### src/rtl/rsa_word_loader_pkg.sv
// Shared RSA operand types plus the word-stream geometry used by the input loader.
package rsa_word_loader_pkg;

    localparam int MOD_WIDTH     = 256;
    localparam int WORD_WIDTH    = 32;
    localparam int WORDS_PER_KEY = MOD_WIDTH / WORD_WIDTH;

    typedef logic [MOD_WIDTH-1:0]  KeyType;
    typedef logic [WORD_WIDTH-1:0] WordType;

    typedef struct packed {
        KeyType msg;
        KeyType key;
        KeyType modulus;
    } RSAModIn;

endpackage

### src/rtl/rsa_word_loader.sv
// Deserializes a framed 32-bit word stream into one {msg, key, modulus} packet for the RSA core.
// Malformed frames (early or missing last) are dropped with a one-cycle error pulse.
module rsa_word_loader #(
    parameter int MOD_WIDTH  = 256,
    parameter int WORD_WIDTH = 32
) (
    input  logic                          clk,
    input  logic                          rst,
    input  logic                          i_valid,
    output logic                          i_ready,
    input  logic [WORD_WIDTH-1:0]         i_word,
    input  logic                          i_last,
    output logic                          o_valid,
    input  logic                          o_ready,
    output rsa_word_loader_pkg::RSAModIn  o_out,
    output logic                          o_err
);
    import rsa_word_loader_pkg::*;

    localparam int N  = MOD_WIDTH / WORD_WIDTH;
    localparam int F  = 3 * N;
    localparam int CW = (F > 1) ? $clog2(F) : 1;
    localparam int SW = (N > 1) ? $clog2(N) : 1;

    typedef enum logic [1:0] {
        COLLECT,
        HOLD,
        ERR
    } state_e;

    state_e               state_q, state_d;
    logic [CW-1:0]        count_q, count_d;
    logic [1:0]           op_q, op_d;
    logic [SW-1:0]        slot_q, slot_d;
    logic [MOD_WIDTH-1:0] msg_q, key_q, mod_q;
    logic                 wr_en;
    logic                 accept;
    logic                 at_final;

    assign accept   = i_valid && (state_q == COLLECT);
    assign at_final = (count_q == CW'(F - 1));

    // i_ready depends only on state, so o_ready never reaches it combinationally.
    assign i_ready = (state_q == COLLECT);
    assign o_valid = (state_q == HOLD);
    assign o_err   = (state_q == ERR);

    always_comb begin
        o_out.msg     = msg_q;
        o_out.key     = key_q;
        o_out.modulus = mod_q;
    end

    always_comb begin
        state_d = state_q;
        count_d = count_q;
        op_d    = op_q;
        slot_d  = slot_q;
        wr_en   = 1'b0;
        case (state_q)
            COLLECT: begin
                if (accept) begin
                    if (at_final && i_last) begin
                        wr_en   = 1'b1;
                        state_d = HOLD;
                        count_d = '0;
                        op_d    = '0;
                        slot_d  = '0;
                    end else if (!at_final && !i_last) begin
                        wr_en   = 1'b1;
                        count_d = count_q + CW'(1);
                        if (slot_q == SW'(N - 1)) begin
                            slot_d = '0;
                            op_d   = op_q + 2'd1;
                        end else begin
                            slot_d = slot_q + SW'(1);
                        end
                    end else begin
                        // Framing violation: the offending word is discarded.
                        state_d = ERR;
                        count_d = '0;
                        op_d    = '0;
                        slot_d  = '0;
                    end
                end
            end
            HOLD: begin
                if (o_ready) state_d = COLLECT;
            end
            ERR: begin
                state_d = COLLECT;
                count_d = '0;
                op_d    = '0;
                slot_d  = '0;
            end
            default: state_d = COLLECT;
        endcase
    end

    always_ff @(posedge clk or negedge rst) begin
        if (!rst) begin
            state_q <= COLLECT;
            count_q <= '0;
            op_q    <= '0;
            slot_q  <= '0;
        end else begin
            state_q <= state_d;
            count_q <= count_d;
            op_q    <= op_d;
            slot_q  <= slot_d;
        end
    end

    // Operands are only cleared by reset; a dropped frame leaves stale words that the next frame overwrites.
    always_ff @(posedge clk or negedge rst) begin
        if (!rst) begin
            msg_q <= '0;
            key_q <= '0;
            mod_q <= '0;
        end else if (wr_en) begin
            case (op_q)
                2'd0:    msg_q[int'(slot_q) * WORD_WIDTH +: WORD_WIDTH] <= i_word;
                2'd1:    key_q[int'(slot_q) * WORD_WIDTH +: WORD_WIDTH] <= i_word;
                default: mod_q[int'(slot_q) * WORD_WIDTH +: WORD_WIDTH] <= i_word;
            endcase
        end
    end

endmodule

### config.mk
export PLATFORM = sky130hd
export DESIGN_NAME = rsa_word_loader
export DESIGN_NICKNAME = d
export VERILOG_FILES = /design/src/rtl/rsa_word_loader_pkg.sv /design/src/rtl/rsa_word_loader.sv
export SDC_FILE = /design/constraint.sdc
export NUM_CORES = 1
export LEC_CHECK = 0
export CAP_MARGIN = 10
export CORE_AREA = 2 2 312 314
export DETAILED_ROUTE_END_ITERATION = 8
export DIE_AREA = 0 0 314 316
export DONT_BUFFER_PORTS = 1
export RECOVER_POWER = 50
export SETUP_SLACK_MARGIN = 0.15
export SLEW_MARGIN = 15
export SYNTH_ARGS = -nofsm -noshare
export SYNTH_HDL_FRONTEND = slang
export SYNTH_SLANG_ARGS = --single-unit
### constraint.sdc
create_clock -name clk -period 7.02 [get_ports clk]
set_clock_uncertainty 0.15 [all_clocks]
set_input_delay 1.404 -clock clk [delete_from_list [all_inputs] [get_ports clk]]
set_output_delay 1.404 -clock clk [all_outputs]
set_load 0.005 [all_outputs]
==> impl_metrics.py <==
metrics = {
    "outcome": {
        "status": "completed",
    },
    "yosys": {
        "synth_top_area_share_pct": 64.9,
        "synth_common_cells": "dfrtp_1, mux2_2, and2_1",
        "synthCells": 1878,
        "syn_area_per_cell_um2": 16.0,
        "synth_area_um2": 30100,
        "synth.area.top_cells": "dfrtp_1, mux2_2, and2_1, buf_2, buf_4",
        "synth_cell_types": 27,
        "synth_seq_cells": 780,
        "yosysTopAreaCell": "dfrtp_1",
        "synth_nets": 1925,
        "ys.flop_type": "dfrtp_1",
        "ys_seq_area_share_pct": 64.9,
        "synth_edf_count": 0,
        "yosysWarnings": 0,
        "yosysMostFrequentCell": "dfrtp_1",
        "async_reset_ff_share_pct": 100,
    },
    "detailed_routing": {
        "drcViolationCount": 0,
        "route.final.wire_length_mm": 95.3,
        "ant_nets": 0,
        "wl_per_cell_um": 29.3,
        "vias_per_cell": 5.06,
        "num_vias": 16400,
        "first_iter_violations": 952,
        "first_pass_iters": 5,
    },
    "pwr": {
        "irDropWorstVdd_uv": 200,
        "sequentialPowerShare_pct": 49.9,
        "netSwitchingPower_mw": 2.23,
        "pwr-share-clk_pct": 45.7,
        "power_density_nw_per_um2": 277,
        "swShare_pct": 23.4,
        "p_int_mw": 7.30,
        "p_leak_nw": 17.3,
        "share_comb_of_total_power_pct": 4.4,
        "total_power_mw": 9.54,
    },
    "sta": {
        "relSlewSlack_pct": 26.4,
        "fin_crit_ps": 3590,
        "setup_viol": 0,
        "setup_tns_ps": 0,
        "hold_viol": 0,
        "max_freq_mhz": 279,
        "slew_violations": 0,
        "setup_ws_ps": 3430,
        "rsz0062_at_grt": "no",
        "holdWs_ps": 284,
        "tightest_slew_ps": 1100,
        "fin_crit_sh_pct": 51.1,
    },
    "final_layout": {
        "fin_cells": 3246,
        "nNetsFinal": 1950,
        "syn_to_final_growth_pct": 14.3,
        "drive_gt1_share_pct": 48.6,
        "finish.utilization_pct": 35.8,
        "postLayoutCellArea_um2": 34400,
    },
    "clock_tree": {
        "cts_resized": 0,
        "cts-root-buf": "clkbuf_16",
        "numCtsBuffers": 82,
        "cts_max_level": 3,
        "clk_pin_slew_ps": 60,
        "cts_hold_buf": 0,
        "cts_tree": "done",
        "cts_buffer_depth": 3,
        "post_cts_buffers": 0,
        "cts_sinks": 780,
        "clock_latency_ps": 650,
    },
    "grt": {
        "track_usage_pct": 18.7,
        "grt_max_degree": 781,
        "antenna_found_initial": 14,
        "grt-ovfl-total": 0,
        "grt_pass1_wl_mm": 134,
        "grt_pass1_vias": 17700,
    },
    "run": {
        "cap_violations": 0,
    },
    "placed_design": {
        "gp_congestion": 0.820,
        "dpl.hpwl_mm": 65.2,
        "place_ws_ps": 2840,
        "port_buffers": 0,
        "placed_area_um2": 31500,
        "dp_cells": 3088,
    },
    "critical_path": {
        "critPathTopFamily": "simple AND/OR/NAND/NOR gates",
        "cp_max_fo": 23,
        "crit_path_top_delay_cell": "dfrtp_1",
        "worstPathCellList": "inv_1 > ha_1 > ha_1 > nor2b_1 > nand3_1 > nor2_4 > buf_4 > mux2_2",
        "crit_buf_inv": 2,
        "cp-start-kind": "flip-flop",
        "worst_ep_arrival_time_ps": 3970,
        "cp_common_cell": "ha_1",
        "cp.required_ps": 7400,
        "max_stage_delay_ps": 550,
        "crit_type": "flip-flop to flip-flop",
        "end_kind": "flip-flop",
    },
    "die": {
        "fp.dieH_um": 316,
        "die_w_um": 314,
        "fp.coreArea_um2": 96000,
        "num_io_pins": 808,
        "rows": 114,
        "start_util_pct": 31.3,
        "die_area_um2": 99200,
    },
    "min_path": {
        "min_path_type": "input pin to async pin",
    },
}
-- cell type report --
type                            count  area (µm²)
Fill cell                        9041       61600
Sequential cell                   780       19500
Multi-Input combinational cell   1005       10200
Clock buffer                      115        2370
Tap cell                         1276        1600
Clock inverter                     30         342
Timing Repair Buffer               27         320
Inverter                            7        26.3
Antenna cell                        6        15.0
-- sequential cells by signal (all words and copies together), names as in the netlist --
name	flops
count_q	5
key_q	256
mod_q	256
msg_q	256
op_q	2
slot_q	3
state_q	2
-- path summary, 6_finish.rpt --
| check | startpoint | endpoint | slack [ps] | depth (start not counted) |
|---|---|---|---|---|
| max reg2reg | slot_q[0]$_DFFE_PN0P_ | key_q[146]$_DFFE_PN0P_ | 3430 | 8 |
| min reg2reg | op_q[1]$_DFFE_PN0P_ | op_q[1]$_DFFE_PN0P_ | 360 | 2 |
| min in group clk | op_q[1]$_DFFE_PN0P_ | op_q[1]$_DFFE_PN0P_ | 360 | 2 |
| min | rst | msg_q[38]$_DFFE_PN0P_ | 280 | 0 |
| max in group asynchronous | rst | mod_q[83]$_DFFE_PN0P_ | 4560 | 2 |
| max | slot_q[0]$_DFFE_PN0P_ | key_q[146]$_DFFE_PN0P_ | 3430 | 8 |
-- cells by family after synthesis --
group | share of synthesized area, %
AO/OA/AOI/OAI | 0.378
XOR/XNOR | 0.0291
adder cells (fa/ha/maj) | 0.416
buffers and inverters | 1.61
flip-flops | 64.9
multiplexers | 28.7
AND/OR/NAND/NOR | 3.99
-- metal layers --
layer | wire length (µm) | global-route usage (%)
met5 | 43 | 0
met4 | 3100 | 7.39
met3 | 9890 | 7.51
met2 | 48100 | 32.1
met1 | 34100 | 20.6
-- layout by cell type, fill, tap and decap left out, types with 6 or more instances in the layout --
cell type and count:
nor2_1 8, nor2_4 11, nor3_1 7, diode_2 6
clkbuf_8 17, ha_1 10, buf_4 20, clkinv_2 15
nand2_2 15, nand3_1 6, inv_1 7, and2_1 131
o21ai_0 9, nand2_1 15, clkbuf_1 15, dfrtp_1 780
mux2_2 767, clkbuf_16 83
-- power by group through the flow --
| stage | sequential, mW | clock (mW) | combinational (mW) |
|---|---|---|---|
| 2_1_floorplan | 4.78 | 0 | 0.246 |
| 3_3_place_gp | 4.84 | 0 | 0.327 |
| 3_5_place_dp | 4.84 | 0 | 0.343 |
| 4_1_cts | 4.76 | 4.46 | 0.344 |
| 5_1_grt | 4.78 | 4.64 | 0.464 |
| 6_report | 4.76 | 4.36 | 0.417 |
No activity file was read; power rests on OpenSTA's default activity.
